**src/rtl/axis_skid_pipe_pkg.sv**
```systemverilog
// Helpers shared by the axis_skid_pipe stream pipeline.
package axis_skid_pipe_pkg;

  // Bits needed to count 0..capacity beats, never narrower than one bit.
  function automatic int occ_width(input int capacity);
    int w;
    w = $clog2(capacity + 1);
    return (w < 1) ? 1 : w;
  endfunction

endpackage

```
**src/rtl/axis_skidbuffer.sv**
```systemverilog
// Single AXI-Stream skid stage: registered ready, optional registered outputs,
// optional zeroing of idle payload registers.
module axis_skidbuffer #(
  parameter int DW           = 17,
  parameter bit OPT_OUTREG   = 1'b1,
  parameter bit OPT_LOWPOWER = 1'b0
) (
  input  logic          clk,
  input  logic          resetn,
  input  logic          in_valid,
  output logic          in_ready,
  input  logic [DW-1:0] in_data,
  output logic          out_valid,
  input  logic          out_ready,
  output logic [DW-1:0] out_data
);

  logic          r_valid;
  logic [DW-1:0] r_data;
  logic          skid_load;

  // Ready comes straight from a flop so the downstream ready path is cut here.
  assign in_ready = !r_valid;

  always_ff @(posedge clk) begin
    if (!resetn) begin
      r_valid <= 1'b0;
    end else if (skid_load) begin
      r_valid <= 1'b1;
    end else if (out_ready) begin
      r_valid <= 1'b0;
    end
  end

  always_ff @(posedge clk) begin
    if (!resetn) begin
      r_data <= '0;
    end else if (skid_load) begin
      r_data <= in_data;
    end else if (OPT_LOWPOWER && out_ready) begin
      r_data <= '0;
    end
  end

  if (OPT_OUTREG) begin : g_outreg
    logic          o_valid;
    logic [DW-1:0] o_data;

    assign skid_load = in_valid && in_ready && o_valid && !out_ready;

    // The skid beat always takes priority so older data leaves first.
    always_ff @(posedge clk) begin
      if (!resetn) begin
        o_valid <= 1'b0;
        o_data  <= '0;
      end else if (!o_valid || out_ready) begin
        o_valid <= r_valid || in_valid;
        if (r_valid) begin
          o_data <= r_data;
        end else if (!OPT_LOWPOWER || in_valid) begin
          o_data <= in_data;
        end else begin
          o_data <= '0;
        end
      end
    end

    assign out_valid = o_valid;
    assign out_data  = o_data;
  end else begin : g_comb
    assign skid_load = in_valid && in_ready && !out_ready;
    assign out_valid = r_valid || in_valid;

    always_comb begin
      out_data = in_data;
      if (r_valid) begin
        out_data = r_data;
      end else if (OPT_LOWPOWER && !in_valid) begin
        out_data = '0;
      end
    end
  end

endmodule

```
**src/rtl/axis_skid_pipe.sv**
```systemverilog
// AXI-Stream register pipeline built from NSTAGES chained skid stages,
// with a count of the beats currently held inside.
module axis_skid_pipe
  import axis_skid_pipe_pkg::*;
#(
  parameter int DW           = 16,
  parameter int NSTAGES      = 2,
  parameter bit OPT_OUTREG   = 1'b1,
  parameter bit OPT_LOWPOWER = 1'b0,
  localparam int CAPACITY    = NSTAGES * (OPT_OUTREG ? 2 : 1),
  localparam int LGOCC       = occ_width(CAPACITY)
) (
  input  logic             S_AXI_ACLK,
  input  logic             S_AXI_ARESETN,
  input  logic             S_AXIS_TVALID,
  output logic             S_AXIS_TREADY,
  input  logic [DW-1:0]    S_AXIS_TDATA,
  input  logic             S_AXIS_TLAST,
  output logic             M_AXIS_TVALID,
  input  logic             M_AXIS_TREADY,
  output logic [DW-1:0]    M_AXIS_TDATA,
  output logic             M_AXIS_TLAST,
  output logic [LGOCC-1:0] o_occupancy
);

  logic             s_hs;
  logic             m_hs;
  logic [LGOCC-1:0] occupancy;

  if (NSTAGES == 0) begin : g_wire
    assign M_AXIS_TVALID = S_AXIS_TVALID;
    assign M_AXIS_TDATA  = S_AXIS_TDATA;
    assign M_AXIS_TLAST  = S_AXIS_TLAST;
    assign S_AXIS_TREADY = M_AXIS_TREADY;
  end else begin : g_pipe
    // Each stage keeps its own link signals so the chain has no shared vectors.
    for (genvar i = 0; i < NSTAGES; i++) begin : g_stage
      logic        in_valid;
      logic        in_ready;
      logic [DW:0] in_data;
      logic        out_valid;
      logic        out_ready;
      logic [DW:0] out_data;

      if (i == 0) begin : g_head
        assign in_valid = S_AXIS_TVALID && S_AXI_ARESETN;
        assign in_data  = {S_AXIS_TLAST, S_AXIS_TDATA};
      end else begin : g_link
        assign in_valid = g_stage[i-1].out_valid;
        assign in_data  = g_stage[i-1].out_data;
      end

      if (i == NSTAGES - 1) begin : g_tail
        assign out_ready = M_AXIS_TREADY;
      end else begin : g_next
        assign out_ready = g_stage[i+1].in_ready;
      end

      axis_skidbuffer #(
        .DW           (DW + 1),
        .OPT_OUTREG   (OPT_OUTREG),
        .OPT_LOWPOWER (OPT_LOWPOWER)
      ) u_stage (
        .clk       (S_AXI_ACLK),
        .resetn    (S_AXI_ARESETN),
        .in_valid  (in_valid),
        .in_ready  (in_ready),
        .in_data   (in_data),
        .out_valid (out_valid),
        .out_ready (out_ready),
        .out_data  (out_data)
      );
    end

    assign S_AXIS_TREADY = g_stage[0].in_ready && S_AXI_ARESETN;
    assign M_AXIS_TVALID = g_stage[NSTAGES-1].out_valid;
    assign {M_AXIS_TLAST, M_AXIS_TDATA} = g_stage[NSTAGES-1].out_data;
  end

  assign s_hs = S_AXIS_TVALID && S_AXIS_TREADY;
  assign m_hs = M_AXIS_TVALID && M_AXIS_TREADY;

  // In passthrough both handshakes coincide, so the count stays at zero.
  always_ff @(posedge S_AXI_ACLK) begin
    if (!S_AXI_ARESETN) begin
      occupancy <= '0;
    end else if (s_hs && !m_hs) begin
      occupancy <= occupancy + LGOCC'(1);
    end else if (!s_hs && m_hs) begin
      occupancy <= occupancy - LGOCC'(1);
    end
  end

  assign o_occupancy = occupancy;

endmodule
```
**config.mk**
```make
export PLATFORM = sky130hd
export DESIGN_NAME = axis_skid_pipe
export DESIGN_NICKNAME = d
export VERILOG_FILES = /design/src/rtl/axis_skid_pipe_pkg.sv /design/src/rtl/axis_skidbuffer.sv /design/src/rtl/axis_skid_pipe.sv
export SDC_FILE = /design/constraint.sdc
export NUM_CORES = 1
export LEC_CHECK = 0
export ABC_CLOCK_PERIOD_IN_PS = 4200
export BUFFER_PORTS_ARGS = -buffer_cell sky130_fd_sc_hd__clkbuf_2
export CAP_MARGIN = 25
export CORE_UTILIZATION = 40
export CTS_CLUSTER_SIZE = 12
export DETAILED_ROUTE_END_ITERATION = 7
export PLACE_DENSITY_LB_ADDON = 0.08
export SLEW_MARGIN = 15
export SYNTH_ARGS = -nofsm -noshare
export SYNTH_HDL_FRONTEND = slang
export SYNTH_SLANG_ARGS = --single-unit
export TNS_END_PERCENT = 50
```
**constraint.sdc**
```tcl
create_clock -name S_AXI_ACLK -period 4.2 [get_ports S_AXI_ACLK]
set_clock_uncertainty 0.1 [all_clocks]
set_input_delay 0.63 -clock S_AXI_ACLK [delete_from_list [all_inputs] [get_ports S_AXI_ACLK]]
set_output_delay 0.63 -clock S_AXI_ACLK [all_outputs]
set_load 0.01 [all_outputs]
```
==> results of run 1 <==
-- worst paths after layout --
path / start / to / slack [ns] / cells past startpoint
setup / recovery: g_pipe.g_stage[0].u_stage.r_valid / o_occupancy[2] / 1.74 / 9
hold / removal: g_pipe.g_stage[1].u_stage.r_data[6] / g_pipe.g_stage[1].u_stage.r_data[6] / 0.36 / 2
setup reg to reg: g_pipe.g_stage[0].u_stage.r_valid / o_occupancy[2] / 1.74 / 9
hold reg to reg: g_pipe.g_stage[1].u_stage.r_data[6] / g_pipe.g_stage[1].u_stage.r_data[6] / 0.36 / 2
-- layout by cell type, fill, tap and decap left out, drive strengths merged --
master	instances
buf	7
nor3b	1
o31a	1
xor2	1
fa	1
nand2b	1
nand3	17
and4bb	1
clkbuf	52
a22oi	1
nor2b	3
o21ai	18
nand2	87
dfxtp	75
clkinvlp	3
or3	1
o211a	34
and3b	1
and2	3
xnor2	1
a21boi	19
nor2	1
a21oi	1
ha	1
inv	1
mux2i	35
clkinv	3
nand4bb	1
-- kinds of logic after synthesis --
family                   count (synthesis)  synth area share
AO/OA/AOI/OAI                           74             0.197
XOR/XNOR                                 2           0.00545
adder cells (fa/ha/maj)                  2            0.0101
buffers and inverters                   31            0.0538
flip-flops                              75             0.467
multiplexers                            35             0.109
AND/OR/NAND/NOR                        117             0.157
-- sequential cells by signal, summed over array words and instances (netlist names) --
register and cells:
g_pipe.g_stage.u_stage.out_data 34, g_pipe.g_stage.u_stage.out_valid 2, g_pipe.g_stage.u_stage.r_data 34, g_pipe.g_stage.u_stage.r_valid 2, o_occupancy 3
-- power groups by stage --
stage               clock network, mW  registers, mW  logic, mW
global route                    0.548          0.760      0.132
finish                          0.499          0.755      0.116
CTS                             0.521          0.756      0.119
floorplan                           0          0.775     0.0707
global placement                    0          0.772      0.117
detailed placement                  0          0.773      0.118
-- worst register-to-register path: cells and delay by family (launching register included) --
| family | cells | cell delay (ns) |
|---|---|---|
| adder cells (fa/ha/maj) | 2 | 0.60 |
| AND/OR/NAND/NOR | 2 | 0.55 |
| buffers and inverters | 3 | 0.53 |
| flip-flops | 1 | 0.30 |
| XOR/XNOR | 1 | 0.15 |
| AO/OA/AOI/OAI | 1 | 0.15 |
-- metal layers --
layer	wire length (um)	vias to the layer above	global-route usage
li1	-	1222	-
met3	159	9	0.0310
met2	3190	30	0.297
met4	91	0	0.0714
met5	0	-	0
met1	2980	1124	0.191
-- metrics by stage --
step | hold WS, ns | power, mW | util
2_1_floorplan | 0.335 | 0.845 | -
3_3_place_gp | 0.341 | 0.889 | 0.443
3_5_place_dp | 0.346 | 0.891 | 0.443
4_1_cts | 0.357 | 1.40 | 0.466
5_1_grt | 0.375 | 1.44 | 0.468
6_report | 0.356 | 1.37 | 0.468
-- cell type report --
cell class	instances	area, um^2
clock buffer	10	138
timing repair buffer	49	270
inverter	1	3.75
multi-input combinational	230	1540
fill	784	4110
clock inverter	6	41.3
sequential	75	1500
tap	102	128
==> metrics.csv, run 1 <==
stage;metric;value;unit
status;status;completed;
floorplan;I/O pins;43;
yosys;Synth async-reset ratio;0;
clock_tree;CTS buffer count;9;
placement;post-DP HPWL;4030;um
clock_tree;Clock Tree Root;clkbuf_8;
power;Internal;1.02;mW
drt;Via density;5.04;
yosys;Synth cell types;30;
drt;routed length per instance;13.6;um
worst_setup_path;Critical Path, Cell by Cell;buf_4 -> and3b_1 -> buf_4 -> ha_1 -> inv_1 -> fa_1 -> xor2_1 -> or3_1 -> a21boi_0;
clock_tree;post-CTS setup buffers;0;
worst_setup_path;Setup CP Type;reg2reg;
sta;Tcrit/Tclk final;0.585;
power;pwr dens;379;mW/mm^2
yosys;area of the mapped netlist;0.00321;mm^2
clock_tree;clock buffer depth;2;
yosys;Seq/Total Area, Yosys;0.467;
yosys;Synth Flop Type;dfxtp_1;
grt;largest net degree at the start of global routing;77;
worst_setup_path;crit-path max FO;21;
yosys;most common cell in the synthesized netlist;nand2_1;
sta;worst slew pin tran;0.833;ns
clock_tree;Clock transition at path regs;0.08;ns
worst_setup_path;CP Launch Type;flip-flop;
grt;gr ovfl total;0;
power;Clk pwr share;0.364;
power;VDD IR max;0.160;mV
layout;Ant. Diodes;0;
worst_setup_path;Critical path buffers and inverters;3;
drt;Routed Antenna Nets;0;
grt;vias in the first global route;2363;
clock_tree;clock sink count;75;
yosys;synth warn;0;
worst_hold_path;Min-Delay Path Class;reg2reg;
job;max cap viols;0;
sta;Max Slew Vio Count;0;
floorplan;# rows;32;
yosys;commonest cells in the netlist;87 x nand2_1, 75 x dfxtp_1, 35 x mux2i_1;
worst_setup_path;Worst Path Arrival;2.62;ns
yosys;EDFF count, synth;0;
yosys;syn nets;359;
floorplan;Core ar.;0.00773;mm^2
floorplan;starting density of the core;0.416;
power;Flop pwr share;0.551;
placement;Post-Place Worst Slack;1.62;ns
sta;fmax;0.407;GHz
floorplan;Chip Height;91.6;um
power;Leakage;1.65;nW
layout;final instance area;0.00362;mm^2
sta;RSZ-0062 raised after global routing;false;
yosys;Synth Register Bits;75;
floorplan;die area;0.00839;mm^2
layout;share of layout cells above drive strength 1;0.202;
clock_tree;CTS tree;yes;
sta;setup TNS;0;ns
grt;initial antenna violation count;0;
drt;1st-iter DRT viols;155;
layout;Finished Layout Cells;473;
floorplan;Die Wd;91.6;um
placement;Cell Count Post-Placement;456;
grt;global-route wire length before repair;10900;um
clock_tree;Clock Latency Late Sink;0.33;ns
placement;routability congestion estimate;0.682;
drt;via count;2385;
layout;P&R area growth vs syn;12.7;%
worst_setup_path;most frequent CP cell;buf_4;
worst_setup_path;CP max-delay cell;fa_1;
sta;post-route worst setup slack;1.74;ns
worst_setup_path;CP peak stage delay;0.37;ns
clock_tree;cts repair resizes;0;
worst_setup_path;delay-heaviest family, CP;adder cells;
drt;final WL;6410;um
sta;Finish-stage setup viols;0;
worst_setup_path;Crit path required time;4.37;ns
sta;Final Hold Violating Endpoints;0;
yosys;Synth top area share;0.467;
yosys;Mapped Cells;336;
drt;Residual DRC;0;
worst_setup_path;crit end category;flip-flop;
drt;total iterations of the first detailed-routing run;4;
clock_tree;# hold bufs at CTS;0;
power;combinational share of power;0.085;
yosys;ranking of synthesized cells by area;dfxtp_1 47%, mux2i_1 11%, o211a_1 11%;
layout;nets;389;
placement;Area after DPL;0.00343;mm^2
power;sw power;349;uW
placement;Buffers on Ports;42;
sta;Final min period;2.46;ns
yosys;Syn Area/Cell;9.56;um^2
grt;GRT Total Usage;0.166;
sta;Slew headroom;0.445;
yosys;Yosys top cell by area;dfxtp_1;
clock_tree;H-tree levels;3;
power;sw frac;0.255;
Note: power is estimated with default switching activity, not from simulation.
==> inputs of run 2 (changes only) <==
ABC_AREA = 1   (was unset)
ABC_CLOCK_PERIOD_IN_PS = 2300   (was 4200)
clock period = 2.3 ns   (was 4.2 ns; I/O delays follow)
==> metrics.csv, run 2 <==
stage;metric;value;unit;change
status;status;completed;;unchanged
drt;Via density;4.81;;was 5.04
power;VDD IR max;0.462;mV;was 0.160 mV
grt;vias in the first global route;2529;;was 2363
yosys;EDFF count, synth;0;;unchanged
drt;routed length per instance;12.0;um;was 13.6 um
worst_hold_path;Hold Path Origin;S_AXIS_TDATA[13];;was g_pipe.g_stage[1].u_stage.r_data[6]
sta;Slew headroom;0.544;;was 0.445
yosys;ranking of synthesized cells by area;dfxtp_1 47%, o21ai_0 9.7%, nand2_1 9.5%;;was dfxtp_1 47%, mux2i_1 11%, o211a_1 11%
yosys;most common cell in the synthesized netlist;nand2_1;;unchanged
yosys;commonest cells in the netlist;81 x nand2_1, 75 x dfxtp_1, 74 x nor2_1;;was 87 x nand2_1, 75 x dfxtp_1, 35 x mux2i_1
clock_tree;CTS tree;yes;;unchanged
power;Leakage;1.68;nW;was 1.65 nW
floorplan;starting density of the core;0.414;;was 0.416
worst_hold_path;Min-Delay Path Class;in2reg;;was reg2reg
floorplan;# rows;32;;unchanged
worst_setup_path;r2r worst-path depth;10;;was 9
sta;fmax;0.622;GHz;was 0.407 GHz
clock_tree;post-CTS setup buffers;0;;unchanged
power;sw frac;0.255;;about the same
drt;Routed Antenna Nets;0;;unchanged
clock_tree;Clock Tree Root;clkbuf_8;;unchanged
floorplan;die area;0.00836;mm^2;was 0.00839 mm^2
sta;Tcrit/Tclk final;0.698;;was 0.585
worst_setup_path;CP Launch Type;flip-flop;;unchanged
clock_tree;CTS buffer count;9;;unchanged
clock_tree;cts repair resizes;0;;unchanged
sta;Final min period;1.61;ns;was 2.46 ns
drt;1st-iter DRT viols;99;;was 155
grt;grt met3 use;0.0469;;was 0.0310
drt;final WL;7080;um;was 6410 um
clock_tree;Clock Latency Late Sink;0.35;ns;was 0.33 ns
grt;gr ovfl total;0;;unchanged
drt;total iterations of the first detailed-routing run;4;;unchanged
layout;Ant. Diodes;0;;unchanged
worst_setup_path;Crit path required time;2.45;ns;was 4.37 ns
clock_tree;clock sink count;75;;unchanged
drt;Residual DRC;0;;unchanged
sta;RSZ-0062 raised after global routing;false;;unchanged
clock_tree;clock buffer depth;2;;unchanged
grt;initial antenna violation count;0;;unchanged
yosys;Syn Area/Cell;7.16;um^2;was 9.56 um^2
worst_setup_path;Worst Path Arrival;1.76;ns;was 2.62 ns
yosys;Synth top area share;0.469;;was 0.467
worst_setup_path;worst r2r dst;o_occupancy[2];;unchanged
layout;final core area utilization;0.477;;was 0.468
power;Flop pwr share;0.525;;was 0.551
floorplan;Die Wd;91.5;um;was 91.6 um
sta;worst slew pin tran;0.683;ns;was 0.833 ns
worst_setup_path;R2R setup slack;0.69;ns;was 1.74 ns
worst_hold_path;hold depth;3;;was 2
placement;post-DP HPWL;4510;um;was 4030 um
floorplan;I/O pins;43;;unchanged
job;max cap viols;0;;unchanged
floorplan;Chip Height;91.5;um;was 91.6 um
placement;routability congestion estimate;0.768;;was 0.682
sta;Max Slew Vio Count;0;;unchanged
grt;global-route wire length before repair;12500;um;was 10900 um
placement;Buffers on Ports;42;;unchanged
power;combinational share of power;0.086;;was 0.085
layout;share of layout cells above drive strength 1;0.158;;was 0.202
grt;M1 GR Usage;0.269;;was 0.191
layout;most frequent cells in the layout;81 x nand2_1, 75 x dfxtp_1, 74 x nor2_1, 62 x o21ai_0, 42 x clkbuf_2;;was 87 x nand2_1, 75 x dfxtp_1, 42 x clkbuf_2, 35 x mux2i_1, 34 x o211a_1
grt;GRT Total Usage;0.188;;was 0.166
worst_setup_path;crit-path max FO;2;;was 21
layout;P&R area growth vs syn;15.1;%;was 12.7%
sta;setup TNS;0;ns;unchanged
power;Internal;1.93;mW;was 1.02 mW
grt;Top Usage Layer GRT;met2;;unchanged
yosys;Synth cell types;23;;was 30
power;Clk pwr share;0.389;;was 0.364
worst_setup_path;Worst Setup SP;g_pipe.g_stage[0].u_stage.r_valid;;unchanged
yosys;area of the mapped netlist;0.00320;mm^2;was 0.00321 mm^2
clock_tree;# hold bufs at CTS;0;;unchanged
drt;via count;2829;;was 2385
yosys;Synth async-reset ratio;0;;unchanged
yosys;synth warn;0;;unchanged
grt;largest net degree at the start of global routing;52;;was 77
clock_tree;H-tree levels;3;;unchanged
yosys;Yosys top cell by area;dfxtp_1;;unchanged
clock_tree;Clock transition at path regs;0.08;ns;about the same
yosys;Mapped Cells;447;;was 336
yosys;syn nets;470;;was 359
power;sw power;661;uW;was 349 uW
worst_hold_path;Min-Delay Endpoint;g_pipe.g_stage[0].u_stage.out_data[13];;was g_pipe.g_stage[1].u_stage.r_data[6]
yosys;Synth Register Bits;75;;unchanged
sta;Finish-stage setup viols;0;;unchanged
layout;nets;504;;was 389
yosys;Seq/Total Area, Yosys;0.469;;was 0.467
worst_setup_path;crit end category;flip-flop;;unchanged
yosys;Synth Flop Type;dfxtp_1;;unchanged
floorplan;Core ar.;0.00773;mm^2;unchanged
sta;Final Hold Violating Endpoints;0;;unchanged
layout;leading cell type in the layout, fill and taps excluded;nand2_1;;unchanged
worst_setup_path;Setup CP Type;reg2reg;;unchanged
power;pwr dens;705;mW/mm^2;was 379 mW/mm^2
grt;grt met2 use;0.273;;was 0.297
worst_setup_path;RR Startpoint;g_pipe.g_stage[0].u_stage.r_valid;;unchanged
[run 2: worst max path at each step]
stage | end | depth (start not counted)
3_5_place_dp | o_occupancy[2] | 12
3_3_place_gp | o_occupancy[2] | 12
6_report | o_occupancy[2] | 10
4_1_cts | S_AXIS_TREADY | 3
2_1_floorplan | o_occupancy[2] | 13
5_1_grt | o_occupancy[1] | 6
[run 2: final cells by class]
type                       instances  area [um^2]
tap                              102          128
fill                             816         4050
sequential                        75         1500
inverter                          39          146
clock inverter                     7         78.8
multi-input combinational        303         1410
timing repair buffer              53          293
clock buffer                       9          124
[run 2: metal layers]
metal | wire length (um) | vias to the layer above
met3 | 291 | 11
met2 | 2920 | 67
met5 | 0 | -
met1 | 3760 | 1232
met4 | 106 | 0
li1 | - | 1519
[run 2: metrics by stage]
stage | std cells | worst slack (ns) | hold WS, ns | cell area, um^2 | total power, mW
after global routing | 588 | 0.557 | 0.143 | 3680 | 2.73
after CTS | 588 | 0.692 | 0.142 | 3680 | 2.64
after global placement | 572 | 0.538 | 0.344 | 3480 | 1.61
after detailed placement | 572 | 0.515 | 0.353 | 3480 | 1.62
final | 588 | 0.693 | 0.156 | 3680 | 2.59
after floorplan | 447 | 0.306 | 0.334 | 3200 | 1.53
[run 2: power groups by stage]
stage / Clock, mW / Combinational [mW] / Sequential, mW
floorplan: 0 / 0.134 / 1.40
global placement: 0 / 0.221 / 1.39
detailed placement: 0 / 0.223 / 1.39
CTS: 1.05 / 0.225 / 1.36
global route: 1.11 / 0.257 / 1.37
finish: 1.01 / 0.222 / 1.36
[run 2: kinds of logic after synthesis]
kind of cell | count (synthesis) | share of synthesized area
AO/OA/AOI/OAI | 103 | 0.163
flip-flops | 75 | 0.469
adder cells (fa/ha/maj) | 2 | 0.0102
AND/OR/NAND/NOR | 197 | 0.265
XOR/XNOR | 1 | 0.00274
buffers and inverters | 69 | 0.0899
[run 2: worst max-delay path: stages (launching register included)]
cell	delay, ns
dfxtp_1	0.34
nor2_4	0.13
ha_1	0.18
inv_1	0.07
fa_1	0.38
inv_1	0.06
nand2_1	0.06
nand3_1	0.07
nand2_1	0.05
inv_1	0.04
nor2_1	0.03
